--- config.mk ---
export PLATFORM = sky130hd
export DESIGN_NAME = turbo_pkt_dispatch
export DESIGN_NICKNAME = d
export VERILOG_FILES = /design/src/rtl/turbo_dispatch_pkg.sv /design/src/rtl/turbo_pkt_dispatch_rr_pick.sv /design/src/rtl/turbo_pkt_dispatch.sv
export SDC_FILE = /design/constraint.sdc
export NUM_CORES = 1
export LEC_CHECK = 0
export BUFFER_PORTS_ARGS = -buffer_cell sky130_fd_sc_hd__buf_2
export CORE_AREA = 2 2 429 431
export DETAILED_ROUTE_END_ITERATION = 8
export DIE_AREA = 0 0 431 433
export PLACE_DENSITY = 0.33
export SYNTH_ARGS = -nofsm -noshare
export SYNTH_HDL_FRONTEND = slang
export SYNTH_SLANG_ARGS = --single-unit
--- constraint.sdc ---
create_clock -name clk_bus -period 4.9 [get_ports clk_bus]
set_input_delay 0.49 -clock clk_bus [delete_from_list [all_inputs] [get_ports clk_bus]]
set_output_delay 0.49 -clock clk_bus [all_outputs]
set_load 0.1 [all_outputs]
--- src/rtl/turbo_dispatch_pkg.sv ---
// Shared types and constants for the turbo packet dispatcher.
package turbo_dispatch_pkg;

  typedef enum logic {
    IDLE = 1'b0,
    XFER = 1'b1
  } dispatch_state_e;

  localparam int DEF_BUS       = 534;
  localparam int DEF_NUM_CH    = 16;
  localparam int DEF_PKT_BEATS = 25;

  // Index width for a range of n values, never narrower than one bit.
  function automatic int width_of(input int n);
    return (n > 1) ? $clog2(n) : 1;
  endfunction

endpackage

--- src/rtl/turbo_pkt_dispatch_rr_pick.sv ---
// Combinational rotating-priority finder: first set req bit at or after ptr, wrapping.
module rr_pick
  import turbo_dispatch_pkg::*;
#(
  parameter  int NUM_CH = DEF_NUM_CH,
  localparam int CH_W   = width_of(NUM_CH)
) (
  input  logic [NUM_CH-1:0] req,
  input  logic [CH_W-1:0]   ptr,
  output logic              found,
  output logic [CH_W-1:0]   idx
);

  logic [2*NUM_CH-1:0] w_dbl;
  logic [NUM_CH-1:0]   w_rot;
  logic [CH_W:0]       w_sum;

  // Doubling req turns the wrap-around search into a plain shift.
  assign w_dbl = {req, req};
  assign w_rot = NUM_CH'(w_dbl >> ptr);

  always_comb begin
    found = 1'b0;
    idx   = '0;
    w_sum = '0;
    for (int k = 0; k < NUM_CH; k++) begin
      if (!found && w_rot[k]) begin
        found = 1'b1;
        w_sum = {1'b0, ptr} + (CH_W+1)'(k);
        idx   = (w_sum >= (CH_W+1)'(NUM_CH)) ? CH_W'(w_sum - (CH_W+1)'(NUM_CH))
                                             : CH_W'(w_sum);
      end
    end
  end

endmodule

--- src/rtl/turbo_pkt_dispatch.sv ---
// Packet-atomic valid/ready dispatcher feeding NUM_CH turbo decoder channels.
// Define TRB_DISPATCH_SKIP_BUSY_EN to skip channels that are not ready at lock time.
module turbo_pkt_dispatch
  import turbo_dispatch_pkg::*;
#(
  parameter  int BUS       = DEF_BUS,
  parameter  int NUM_CH    = DEF_NUM_CH,
  parameter  int PKT_BEATS = DEF_PKT_BEATS,
  localparam int CH_W      = width_of(NUM_CH)
) (
  input  logic              clk_bus,
  input  logic              rst_n,
  input  logic [BUS-1:0]    in_data,
  input  logic              in_valid,
  output logic              in_ready,
  output logic [BUS-1:0]    ch_data,
  output logic [NUM_CH-1:0] ch_valid,
  input  logic [NUM_CH-1:0] ch_ready,
  output logic              ch_sop,
  output logic              ch_eop,
  output logic [CH_W-1:0]   cur_ch,
  output logic              busy
);

  localparam int              CNT_W     = width_of(PKT_BEATS);
  localparam logic [CNT_W-1:0] LAST_BEAT = CNT_W'(PKT_BEATS - 1);
  localparam logic [CH_W-1:0]  LAST_CH   = CH_W'(NUM_CH - 1);

  dispatch_state_e r_state, w_state_nxt;
  logic [CH_W-1:0]  r_ptr;
  logic [CH_W-1:0]  r_sel;
  logic [CNT_W-1:0] r_cnt;
  logic             r_vld_p1;
  logic [BUS-1:0]   r_data_p1;
  logic             r_sop_p1;
  logic             r_eop_p1;

  logic             w_found;
  logic [CH_W-1:0]  w_cand;
  logic             w_in_ready;
  logic             w_lock;
  logic             w_accept;
  logic             w_consume;
  logic             w_last;

`ifdef TRB_DISPATCH_SKIP_BUSY_EN
  rr_pick #(
    .NUM_CH (NUM_CH)
  ) u_pick (
    .req   (ch_ready),
    .ptr   (r_ptr),
    .found (w_found),
    .idx   (w_cand)
  );
`else
  assign w_found = ch_ready[r_ptr];
  assign w_cand  = r_ptr;
`endif

  assign w_last    = (r_cnt == LAST_BEAT);
  assign w_accept  = w_in_ready && in_valid;
  assign w_consume = r_vld_p1 && ch_ready[r_sel];

  always_comb begin
    w_state_nxt = r_state;
    w_in_ready  = 1'b0;
    w_lock      = 1'b0;
    case (r_state)
      IDLE: begin
        // Lock only once the previous packet's last beat has drained.
        if (in_valid && !r_vld_p1 && w_found) begin
          w_lock      = 1'b1;
          w_state_nxt = XFER;
        end
      end
      XFER: begin
        w_in_ready = !r_vld_p1 || ch_ready[r_sel];
        if (in_valid && w_in_ready && w_last) w_state_nxt = IDLE;
      end
      default: w_state_nxt = IDLE;
    endcase
  end

  always_ff @(posedge clk_bus) begin
    if (!rst_n) begin
      r_state <= IDLE;
      r_ptr   <= '0;
      r_sel   <= '0;
      r_cnt   <= '0;
    end else begin
      r_state <= w_state_nxt;
      if (w_lock) begin
        r_sel <= w_cand;
        r_cnt <= '0;
      end
      if (w_accept) begin
        r_cnt <= w_last ? '0 : r_cnt + CNT_W'(1);
        if (w_last) r_ptr <= (r_sel == LAST_CH) ? '0 : r_sel + CH_W'(1);
      end
    end
  end

  // Stage p1: output register, loads on accept and may consume in the same cycle.
  always_ff @(posedge clk_bus) begin
    if (!rst_n) begin
      r_vld_p1  <= 1'b0;
      r_data_p1 <= '0;
      r_sop_p1  <= 1'b0;
      r_eop_p1  <= 1'b0;
    end else if (w_accept) begin
      r_vld_p1  <= 1'b1;
      r_data_p1 <= in_data;
      r_sop_p1  <= (r_cnt == '0);
      r_eop_p1  <= w_last;
    end else if (w_consume) begin
      r_vld_p1  <= 1'b0;
    end
  end

  assign in_ready = w_in_ready;
  assign ch_valid = r_vld_p1 ? (NUM_CH'(1) << r_sel) : '0;
  assign ch_data  = r_data_p1;
  assign ch_sop   = r_sop_p1;
  assign ch_eop   = r_eop_p1;
  assign cur_ch   = r_sel;
  assign busy     = (r_state == XFER) || r_vld_p1;

endmodule
# Word level (Yosys, flattened, before mapping)
# Index checks and enable logic that the tools add are counted.
# classes
addsub	2
n_lt_le_gt_ge	2
n_eq_ne	2
n_shift	1
n_mux	16
n_bitwise	1
n_reduce_logical	13
# ops
cell	n
$mux 16	1
$shl 1x4->16 const A	1
$mux 5	3
$lt 4x5->1 const B	2
$bmux 1 s4	2
$mux 1	8
$logic_and 1x1->1	6
$add 5x1->5 const B	1
$eq 5x5->1 const B	1
$logic_not 5->1	1
$add 4x1->4 const B	1
$eq 4x4->1 const B	1
$mux 4	1
$reduce_bool 2->1	2
$logic_or 1x1->1	2
$pmux 1 s2	1
$reduce_and 2->1	1
$logic_not 1->1	1
$not 1->1	1
# totals
register_bits	551
output_inout_bits	558

# Longest topological paths before layout
# logic_depth
depth_word	7
depth_mapped	9
mapped_depth_nobuf	6

# Worst setup path after synthesis
# Ideal clock, no wire load.
# synth_timing
path_kind	register to output
start	register r_sel[0] (netlist: cur_ch[0])
end	output port in_ready
t_arrival_ns	3.226
required_ns	4.410
path_slack_ns	1.184
stages_incl_launch_ff	6
n_path_buf	1
path_cell_list	dfxtp_1 > buf_2 > mux4_2 > a32o_1 > nor3_1 > nor2b_1
# synth_between
elab_chain_cells	4
# synth_rtl
item	line	text
from (decl)	turbo_pkt_dispatch.sv:31	logic [CH_W-1:0] r_sel;
from (signal assigned)	turbo_pkt_dispatch.sv:93	r_sel <= w_cand;
$bmux 1 s4	turbo_pkt_dispatch.sv:77	w_in_ready = !r_vld_p1 || ch_ready[r_sel];
$mux 1 (implied by the code)	turbo_pkt_dispatch.sv:77	
$logic_or 1x1->1	turbo_pkt_dispatch.sv:77	
$mux 1	turbo_pkt_dispatch.sv:68	case (r_state)
to (decl)	turbo_pkt_dispatch.sv:15	output logic in_ready,
# Every way passes these cells. The select of a mux whose other input is x is not followed.

# Worst setup path in the final report
# Same ends and word-level chain as after synthesis.

==> key figures <==
Synth
  – Register area share after synthesis: 56.7%
  – Post-synth EDFFs: 0
  – Avg Inst Size Synth: ~7.9 µm²
  – Ys flop type: dfxtp_1
  – Post-synthesis mux area share: 1.23%
  – Mapped Area: 19400 µm²
  – Net Count, Synth: 3018
  – Synth Area in Compound Gates: 14.8%
  – Gate Count Post-Synth: 2457
  – Synth async-reset ratio: 0%
  – XOR/XNOR Fraction of Synth Area: 0%
  – Post-synthesis simple-gate area fraction: 22.3%
  – Synth Area in Adders: less than 1%
  – Synth warn: 0
  – Yosys reg bits: 551
  – Largest family of logic cells by synthesized area: simple AND/OR/NAND/NOR gates
  – Library cells used by synthesis: 42

Routing
  – DR vias: 22000
  – Post-DR wirelength/cell: 18.7 µm
  – DR pass1 iterations: 5
  – Final wirelength: 119000 µm
  – Via-to-Cell Ratio: 3.45
  – Residual DRC: 0
  – Post-DRT Antenna Nets: 0
  – DRT iter0 DRCs: between 900 and 1000

Place
  – Port Buf Inserts: 1110
  – DP HPWL: 90100 µm
  – Pre-CTS setup slack: 1.47 ns
  – Routability cong.: between 0.8 and 0.9

Clocking
  – Worst-path clk slew: 0.05 ns
  – Root buf cell: clkbuf_16
  – # H-tree levels: 3
  – Clock sinks: 551
  – Post-CTS sizing: 0
  – Clk buf depth: 3
  – Total CTS buffers: 76
  – Clk Latency, worst-skew pair: between 0.7 and 0.8 ns
  – CTS tree: done

Die
  – Die Height: 433 µm
  – Num rows: 157
  – # IOs: roughly 1100
  – Core area: 182000 µm²
  – Die X: between 400 and 500 µm
  – Initial Util: 10.7%
  – Area of the die: roughly 190000 µm²

STA
  – Worst slew margin: 21.8%
  – RSZ-0062 raised after global routing: no
  – Worst slew pin tran: 1.17 ns
  – Final worst setup slack: 1.20 ns
  – Final Skew: 0.0250 ns
  – Final period demand of the worst path: about 3.7 ns
  – Final cycle utilization of the critical path: between 70 and 80%
  – Final hold violation count: 0
  – Final Max Slew Viols: 0
  – Max Clock Freq: between 200 and 300 MHz
  – Setup violations, final: 0
  – Setup_tns: 0 ns

Power
  – Leak: around 15 nW
  – Peak VDD IR: 0.221 mV
  – Power density over cell area: 371 nW/µm²

Outcome
  – Run status: finished clean

Worst setup path
  – Critical path class: flop to output pin
  – Crit Path Max Fanout: 12
  – CP Launch Type: flop
  – Crit path from: cur_ch[0]
  – Worst Path Arrival: 3.21 ns
  – Reg2Reg Launch Point: cur_ch[0]
  – Critical Path RT: about 4.4 ns
  – Crit. End Element: output pin

Global routing
  – GRT Total Usage: 12.1%
  – Pin count of the biggest net entering global routing: between 150 and 200
  – Total grt overflow: 0
  – Initial antenna violation count: 32
  – First-pass GRT wire length: between 150000 and 200000 µm
  – Vias in the first global route: roughly 22000

Cells and area
  – Most common cell after layout, fill and taps aside: buf_2
  – Layout area overhead: 77.0%
  – Most frequent cells in the layout: 1110 x buf_2, 1077 x nand2_1, 551 x dfxtp_1
  – Layout cells sized above 1: 31.8%
  – Nets: 4478

Job
  – Max cap viols: 0

Hold path
  – Hold Crit Class: input pin to flop
  – HP Start: in_data[423]
stage by stage:
| stage | hold slack, ns | util (%) | instance area (µm²) | instances | power (mW) |
|---|---|---|---|---|---|
| after floorplan | 0.450 | - | 19400 | 2457 | 6.23 |
| after global placement | 0.439 | 15.1 | 27500 | 5796 | 6.87 |
| after detailed placement | 0.443 | 15.1 | 27500 | 5796 | 6.87 |
| after CTS | 0.000387 | 18.9 | 34400 | 6362 | 13.1 |
| after global routing | 0.0326 | 18.9 | 34400 | 6369 | 13.3 |
| final | 0.102 | 18.9 | 34400 | 6375 | 12.8 |
power breakdown:
part | switching (mW) | total [mW] | internal, mW | leakage, nW
Combinational | 1.72 | 2.33 | 0.607 | 8.90
Clock | 2.37 | 5.73 | 3.35 | 1.24
Sequential | 0.0817 | 4.71 | 4.63 | 4.46
Total | 4.17 | 12.8 | 8.59 | 14.6
routing by layer:
| metal | up-vias | track usage, % | part of all wire, % |
|---|---|---|---|
| met4 | 34 | 5.08 | 3.7 |
| met5 | - | 0 | 0.18 |
| met3 | 202 | 3.51 | 6.6 |
| met2 | 649 | 20.6 | 49 |
| li1 | 10900 | - | - |
| met1 | 10200 | 14.3 | 41 |
area by class of cell:
class,instances,area (µm²)
Clock inverter,18,303
Fill cell,20800,148000
Multi-Input combinational cell,1709,7560
Tap cell,2385,2980
Inverter,11,48.8
Clock buffer,120,2260
Antenna cell,13,32.5
Timing Repair Buffer,1568,10200
Sequential cell,551,11000
critical path: stages (launching register included):
cell,delay (ns)
dfxtp_1,0.70
mux4_2,0.58
a32o_1,0.33
nor3_1,0.40
nor2b_1,0.14
buf_2,0.35
registers in the layout, summed over array words and instances, names as in the netlist:
| register | flops |
|---|---|
| r_ptr | 4 |
| ch_data | 534 |
| ch_sop | 1 |
| r_vld_p1 | 1 |
| r_state | 1 |
| r_cnt | 5 |
| ch_eop | 1 |
| cur_ch | 4 |
timing repair:
action | in CTS | in global routing
hold buffers | 428 | 0
endpoints found under the hold margin | 428 | 0
setup buffers | 0 | 0
synthesized netlist by cell type (2+ instances only):
cell type / number / share of area (%)
ha_1: 8 / 0.51
and3_1: 17 / 0.55
clkbuf_1: 123 / 2.4
nand2_1: 1077 / 21
buf_6: 9 / 0.52
o211ai_1: 2 / 0.077
buf_2: 53 / 1.4
inv_1: 9 / 0.17
a21oi_1: 537 / 14
nand4_1: 2 / 0.064
dfxtp_1: 551 / 57
o221ai_1: 2 / 0.090
o31ai_1: 3 / 0.12
clkinv_1: 2 / 0.039
nor2_1: 7 / 0.14
nor2b_1: 2 / 0.064
mux4_2: 7 / 0.81
nor3_1: 2 / 0.051
o21ai_0: 7 / 0.18
and2_1: 4 / 0.13
mux2i_1: 7 / 0.36
nand3_1: 6 / 0.15
kinds of logic (layout without fill, tap and decap cells):
family / count (synthesis) / count (layout)
AO/OA/AOI/OAI: 561 / 561
adder cells (fa/ha/maj): 8 / 8
buffers and inverters: 197 / 1717
flip-flops: 551 / 551
multiplexers: 15 / 15
other: 0 / 13
AND/OR/NAND/NOR: 1125 / 1125
worst paths after layout:
kind	cells after the start	end	slack, ns
worst max register to register	7	ch_data[254]	1.46
worst min-delay path	3	ch_data[423]	0.10
worst max-delay path	5	in_ready	1.20
worst min register to register	2	ch_data[491]	0.45
(Power assumes the default switching activity.)
